[src/rtl/rv32i_types.sv]
// Shared types and geometry for the single-line data responder.
package rv32i_types;

   localparam int LINE_W = 256;
   localparam int BEAT_W = 64;
   localparam int BEATS  = 4;
   localparam int WORD_W = 32;

   typedef enum logic [1:0] {
      IDLE,
      WB,
      FILL,
      RESP
   } dlr_state_t;

   // Byte-merge new_word into old_word; byte i is replaced when mbe[i] is set.
   function automatic logic [WORD_W-1:0] merge_word(
      input logic [WORD_W-1:0] old_word,
      input logic [WORD_W-1:0] new_word,
      input logic [3:0]        mbe
   );
      logic [WORD_W-1:0] merged;
      merged = old_word;
      for (int i = 0; i < 4; i++) begin
         if (mbe[i]) begin
            merged[8*i +: 8] = new_word[8*i +: 8];
         end
      end
      return merged;
   endfunction

endpackage

[src/rtl/data_line_responder_line_burst_adaptor.sv]
// line_burst_adaptor: tracks the current beat of a 4-beat burst, presents the
// outgoing beat of the line and the line with the incoming beat inserted.
module line_burst_adaptor
   import rv32i_types::*;
(
   input  logic              clk,
   input  logic              reset,
   input  logic              active,
   input  logic              mem_resp,
   input  logic [LINE_W-1:0] line,
   input  logic [BEAT_W-1:0] mem_rdata,
   output logic [BEAT_W-1:0] beat_out,
   output logic [LINE_W-1:0] line_ins,
   output logic              last_beat
);

   logic [1:0]        beat_reg;
   logic [BEAT_W-1:0] beats [BEATS];

   // Beat counter advances only on responses inside a burst and wraps 3->0.
   always_ff @(posedge clk or posedge reset) begin
      if (reset) begin
         beat_reg <= 2'd0;
      end else if (active && mem_resp) begin
         beat_reg <= beat_reg + 2'd1;
      end
   end

   genvar gi;
   generate
      for (gi = 0; gi < BEATS; gi++) begin : g_beat
         assign beats[gi] = line[gi*BEAT_W +: BEAT_W];
         assign line_ins[gi*BEAT_W +: BEAT_W] =
            (beat_reg == 2'(gi)) ? mem_rdata : beats[gi];
      end
   endgenerate

   assign beat_out  = beats[beat_reg];
   assign last_beat = active && mem_resp && (beat_reg == 2'd3);

endmodule

[src/rtl/data_line_responder.sv]
// data_line_responder: one-line write-back buffer between the core data port
// and a 4x64-bit burst memory port.
// Optional feature macro: DLR_PERF_COUNTERS_EN (adds hit_count/miss_count).
module data_line_responder
   import rv32i_types::*;
(
   input  logic              clk,
   input  logic              reset,
   input  logic              data_read,
   input  logic              data_write,
   input  logic [3:0]        data_mbe,
   input  logic [31:0]       data_addr,
   input  logic [31:0]       data_wdata,
   output logic              data_resp,
   output logic [31:0]       data_rdata,
`ifdef DLR_PERF_COUNTERS_EN
   output logic [31:0]       hit_count,
   output logic [31:0]       miss_count,
`endif
   output logic              mem_read,
   output logic              mem_write,
   output logic [31:0]       mem_addr,
   output logic [63:0]       mem_wdata,
   input  logic [63:0]       mem_rdata,
   input  logic              mem_resp
);

   dlr_state_t        state_reg, state_next;
   logic              valid_reg, valid_next;
   logic              dirty_reg, dirty_next;
   logic [26:0]       tag_reg, tag_next;
   logic [26:0]       miss_tag_reg, miss_tag_next;
   logic [LINE_W-1:0] line_reg, line_next;
   logic [31:0]       rdata_reg, rdata_next;
   logic [31:0]       mem_addr_reg, mem_addr_next;

   logic              req;
   logic [26:0]       req_tag;
   logic [2:0]        idx;
   logic [7:0]        word_base;
   logic              hit;
   logic              take_hit, take_miss;
   logic              do_access;
   logic [LINE_W-1:0] access_line;
   logic              burst_active;
   logic [BEAT_W-1:0] beat_out;
   logic [LINE_W-1:0] line_ins;
   logic              last_beat;
   logic              addr_unused;

   assign req         = data_read | data_write;
   assign req_tag     = data_addr[31:5];
   assign idx         = data_addr[4:2];
   assign word_base   = {idx, 5'b0};
   assign hit         = valid_reg && (tag_reg == req_tag);
   assign addr_unused = ^data_addr[1:0];

   assign burst_active = (state_reg == WB) || (state_reg == FILL);

   line_burst_adaptor u_adaptor (
      .clk       (clk),
      .reset     (reset),
      .active    (burst_active),
      .mem_resp  (mem_resp),
      .line      (line_reg),
      .mem_rdata (mem_rdata),
      .beat_out  (beat_out),
      .line_ins  (line_ins),
      .last_beat (last_beat)
   );

   // Burst strobes come straight from state so reset drops them immediately.
   assign mem_read   = (state_reg == FILL);
   assign mem_write  = (state_reg == WB);
   assign mem_wdata  = (state_reg == WB) ? beat_out : 64'd0;
   assign mem_addr   = mem_addr_reg;
   assign data_resp  = (state_reg == RESP);
   assign data_rdata = rdata_reg;

   // State register.
   always_ff @(posedge clk or posedge reset) begin
      if (reset) begin
         state_reg <= IDLE;
      end else begin
         state_reg <= state_next;
      end
   end

   // Line, tag, flags and output holding registers.
   always_ff @(posedge clk or posedge reset) begin
      if (reset) begin
         valid_reg    <= 1'b0;
         dirty_reg    <= 1'b0;
         tag_reg      <= '0;
         miss_tag_reg <= '0;
         line_reg     <= '0;
         rdata_reg    <= '0;
         mem_addr_reg <= '0;
      end else begin
         valid_reg    <= valid_next;
         dirty_reg    <= dirty_next;
         tag_reg      <= tag_next;
         miss_tag_reg <= miss_tag_next;
         line_reg     <= line_next;
         rdata_reg    <= rdata_next;
         mem_addr_reg <= mem_addr_next;
      end
   end

   // Next-state logic plus the word access shared by hits and fill completion.
   always_comb begin
      state_next    = state_reg;
      valid_next    = valid_reg;
      dirty_next    = dirty_reg;
      tag_next      = tag_reg;
      miss_tag_next = miss_tag_reg;
      line_next     = line_reg;
      rdata_next    = rdata_reg;
      mem_addr_next = mem_addr_reg;
      take_hit      = 1'b0;
      take_miss     = 1'b0;
      do_access     = 1'b0;
      access_line   = line_reg;

      case (state_reg)
         IDLE: begin
            if (req) begin
               if (hit) begin
                  take_hit   = 1'b1;
                  do_access  = 1'b1;
                  state_next = RESP;
               end else begin
                  take_miss     = 1'b1;
                  miss_tag_next = req_tag;
                  if (valid_reg && dirty_reg) begin
                     mem_addr_next = {tag_reg, 5'b0};
                     state_next    = WB;
                  end else begin
                     mem_addr_next = {req_tag, 5'b0};
                     state_next    = FILL;
                  end
               end
            end
         end
         WB: begin
            if (last_beat) begin
               dirty_next    = 1'b0;
               mem_addr_next = {miss_tag_reg, 5'b0};
               state_next    = FILL;
            end
         end
         FILL: begin
            if (mem_resp) begin
               line_next = line_ins;
               if (last_beat) begin
                  tag_next    = req_tag;
                  valid_next  = 1'b1;
                  dirty_next  = 1'b0;
                  do_access   = 1'b1;
                  access_line = line_ins;
                  state_next  = RESP;
               end
            end
         end
         RESP: begin
            state_next = IDLE;
         end
         default: begin
            state_next = IDLE;
         end
      endcase

      // A write wins when both read and write are asserted.
      if (do_access) begin
         if (data_write) begin
            line_next = access_line;
            line_next[word_base +: WORD_W] =
               merge_word(access_line[word_base +: WORD_W], data_wdata, data_mbe);
            dirty_next = 1'b1;
         end else begin
            rdata_next = access_line[word_base +: WORD_W];
         end
      end
   end

`ifdef DLR_PERF_COUNTERS_EN
   logic [31:0] hit_count_reg, miss_count_reg;

   // Saturating hit/miss counters, bumped when IDLE classifies a request.
   always_ff @(posedge clk or posedge reset) begin
      if (reset) begin
         hit_count_reg  <= '0;
         miss_count_reg <= '0;
      end else begin
         if (take_hit && (hit_count_reg != 32'hFFFF_FFFF)) begin
            hit_count_reg <= hit_count_reg + 32'd1;
         end
         if (take_miss && (miss_count_reg != 32'hFFFF_FFFF)) begin
            miss_count_reg <= miss_count_reg + 32'd1;
         end
      end
   end

   assign hit_count  = hit_count_reg;
   assign miss_count = miss_count_reg;
`endif

endmodule

[config.mk]
export PLATFORM = sky130hd
export DESIGN_NAME = data_line_responder
export DESIGN_NICKNAME = d
export VERILOG_FILES = /design/src/rtl/rv32i_types.sv /design/src/rtl/data_line_responder_line_burst_adaptor.sv /design/src/rtl/data_line_responder.sv
export SDC_FILE = /design/constraint.sdc
export NUM_CORES = 1
export LEC_CHECK = 0
export CAP_MARGIN = 0
export CORE_ASPECT_RATIO = 2
export CORE_MARGIN = 3
export CORE_UTILIZATION = 42
export CTS_CLUSTER_DIAMETER = 50
export CTS_CLUSTER_SIZE = 14
export DETAILED_ROUTE_END_ITERATION = 10
export DONT_BUFFER_PORTS = 1
export GPL_ROUTABILITY_DRIVEN = 1
export SYNTH_ARGS = -nofsm -noshare
export SYNTH_HDL_FRONTEND = slang
export SYNTH_SLANG_ARGS = --single-unit
[constraint.sdc]
create_clock -name clk -period 15.12 [get_ports clk]
set_clock_uncertainty 0.2 [all_clocks]
set_input_delay 3.024 -clock clk [delete_from_list [all_inputs] [get_ports clk]]
set_output_delay 3.024 -clock clk [all_outputs]
set_load 0.01 [all_outputs]
==> results.tsv <==
stage	metric	value	unit
worst_setup_path	crit_fanout	71	
layout	final_common_cell	dfrtp_1	
clocking	cts_max_level	2	
routing	wl	109000	µm
routing	drc	0	
routing	vias_per_cell	7.42	
layout	fin_cells	3127	
synth	synth_cells	2526	
sta	drv_slew	0	
synth	synth_cell_types	87	
pwr	irDropWorstVdd	0.0000984	V
clocking	cts_root_buffer	clkbuf_16	
clocking	postCtsSetupBuffers	0	
sta	fmax	141	MHz
worst_setup_path	path_cells	and4_4, buf_4, nand2_2, buf_4, a211oi_1, nor4_1, a31oi_1, nor2_1, a221o_1	
place	dp.cells	3070	
worst_setup_path	setup.worst_path.start	mem_resp	
sta	fin_crit	7.12	ns
flow_run	max_cap_violations	0	
sta	hold_viol_final	0	
hold_path	min_from	miss_tag_reg[20]$_DFFE_PP0P_	
place	gp_routability_congestion	0.938	
place	hpwlAfterDp	67300	µm
clocking	path_clk_slew	0.07	ns
grt	grt_antenna_before_repair	9	
grt	grt_pass1_wl	158000	µm
layout	syn2layout_area_growth	6.47	%
synth	yosysWarnings	0	
layout	multi_input_area	13400	µm²
worst_setup_path	crit_arrival	7.37	ns
grt	overflow	0	
clocking	worstSkewPairLatency	0.56	ns
pwr	p_leak	10.1	nW
sta	setup_slack	8.00	ns
worst_setup_path	worst_path_largest_cell_delay	0.79	ns
worst_setup_path	path_common_cell	buf_4	
hold_path	holdPathStages	1	
layout	fillers	5315	
worst_setup_path	required	15.37	ns
synth	async_flop_share	1.00	
clocking	cts_tree	done	
worst_setup_path	cp_num_buf_inv	2	
sta	relSlewSlack	0.0666	
place	port_buffers	0	
floorplanning	die_x	174	µm
synth	syn_avg_cell_area	9.42	µm²
clocking	cts-resized-gates	0	
floorplanning	coreArea	55700	µm²
grt	grt_pass1_vias	23300	
place	dpl_worst_slack	7.61	ns
sta	tightest_slew	1.40	ns
sta	rsz0062_at_grt	false	
synth	ys_seq_area_frac	0.394	
grt	grt.total_usage	0.353	
floorplanning	ios	268	
worst_setup_path	slowest_stage	buf_4	
pwr	power	5.02	mW
layout	layout_common_cells	373 x dfrtp_1, 265 x nand2_1, 192 x o21ai_0, 145 x a21oi_1, 145 x a22oi_1	
grt	grt_max_degree	159	
worst_setup_path	r2r_slack	8.57	ns
worst_setup_path	ff2ff_path_depth	10	
synth	ys.flop_type	dfrtp_1	
worst_setup_path	timing.rr.start	u_adaptor.beat_reg[0]$_DFFE_PP0N_	
worst_setup_path	crit_cells	9	
clocking	cts_hold_buf	0	
layout	utilization	0.455	
routing	vias	23200	
sta	tns	0	ns
sta	finalCritPeriodShare	0.471	
worst_setup_path	path_class	primary input to flop	
synth	synth_edf_count	0	
clocking	cts_max_path_buffers	3	
clocking	cts_buffers	35	
layout	largest_reg_flops	256	
worst_setup_path	endpoint_kind	flop	
floorplanning	die_h	343	µm
floorplanning	rows	122	
run_status	status	complete, no violations	
hold_path	hp-class	flop to flop	
sta	setup_violations	0	
layout	register_area	9390	µm²
worst_setup_path	critPathLaunchType	primary input	
clocking	cts.sinks	375	
routing	drtIter0Drc	2989	
synth	synthesis.area	23800	µm²
hold_path	whs_endpoint	miss_tag_reg[20]$_DFFE_PP0P_	
floorplanning	start_util	0.427	
floorplanning	die-area	59700	µm²
worst_setup_path	cp_top_family	simple AND/OR/NAND/NOR gates	
worst_setup_path	timing.rr.end	line_reg[56]$_DFF_PP0_	
routing	final_antenna_net_count	0	
routing	drt_pass1_iterations	8	
synth	synth-seq-cells	375	
routing	avgRoutedWirePerCell	34.8	µm
layout	nNetsFinal	2518	
layout	layout-drive-gt1-share	0.151	
pwr	p_per_area	198	nW/µm²
synth_stat cells, types with 33 or more instances:
cell      instances  area share
dfrtp_1         375        0.39
o22ai_1          60       0.016
and2_1           84       0.022
o211ai_1         40       0.013
mux2_2           79       0.037
o31ai_1          33       0.010
and3_1           79       0.021
a211oi_1         94       0.030
a22oi_1         145       0.046
a21oi_1         145       0.030
a221o_1          47       0.020
o221a_2          33       0.016
nand2_1         268       0.042
buf_2            67       0.014
nand3_1          62       0.013
nor2_1           80       0.013
clkbuf_1        150       0.024
mux4_2           64       0.061
o21ai_0         192       0.040
cell type report:
class,count,area share
multi-input combinational,1874,0.528
sequential,375,0.371
clock buffer,41,0.0375
tap,744,0.0367
timing repair buffer,58,0.0177
clock inverter,9,0.00602
inverter,19,0.00311
antenna,7,0.000691
routing by layer:
| metal | global-route usage | up-vias | part of all wire |
|---|---|---|---|
| met2 | 0.554 | 1968 | 0.45 |
| met4 | 0.267 | 4 | 0.096 |
| met1 | 0.397 | 11200 | 0.32 |
| met5 | 0 | - | 0.00018 |
| met3 | 0.118 | 665 | 0.13 |
| li1 | - | 9351 | - |
power by group:
part	leakage [nW]	internal, mW	switching [mW]
sequential	4.65	1.47	0.470
combinational	4.90	0.904	1.23
clock	0.544	0.515	0.419
stage by stage:
| stage | cell area, µm² | hold WS [ns] |
|---|---|---|
| after floorplan | 23800 | 0.270 |
| after global routing | 25300 | 0.314 |
| after CTS | 25300 | 0.308 |
| final | 25300 | 0.308 |
| after detailed placement | 24200 | 0.294 |
| after global placement | 24200 | 0.287 |
worst max path at each step:
stage | endpoint | slack, ns
2_1_floorplan | data_rdata[0]$_DFFE_PP0P_ | 1.48
3_3_place_gp | line_reg[56]$_DFF_PP0_ | 7.65
3_5_place_dp | line_reg[56]$_DFF_PP0_ | 7.61
4_1_cts | line_reg[56]$_DFF_PP0_ | 8.21
5_1_grt | line_reg[48]$_DFF_PP0_ | 7.92
6_report | line_reg[56]$_DFF_PP0_ | 8.00
logic make-up (layout without fill, tap and decap cells):
kind of cell | count (synthesis) | count (layout) | share of synthesized area
adder cells (fa/ha/maj) | 18 | 18 | 0.00946
multiplexers | 171 | 171 | 0.110
AND/OR/NAND/NOR | 715 | 715 | 0.150
XOR/XNOR | 28 | 28 | 0.0103
other | 1 | 12 | 0.000158
flip-flops | 375 | 375 | 0.394
buffers and inverters | 281 | 127 | 0.0504
AO/OA/AOI/OAI | 937 | 937 | 0.276
worst register-to-register path, stage by stage, from the launching register on:
cell	delay [ns]
dfrtp_4	0.94
ha_1	0.83
and4_4	0.89
buf_4	0.80
nand2_2	0.77
buf_4	0.54
a211oi_1	0.34
nor4_1	0.10
a31oi_1	0.66
nor2_1	0.11
a221o_1	0.28
Power figures use the tool's default switching activity.
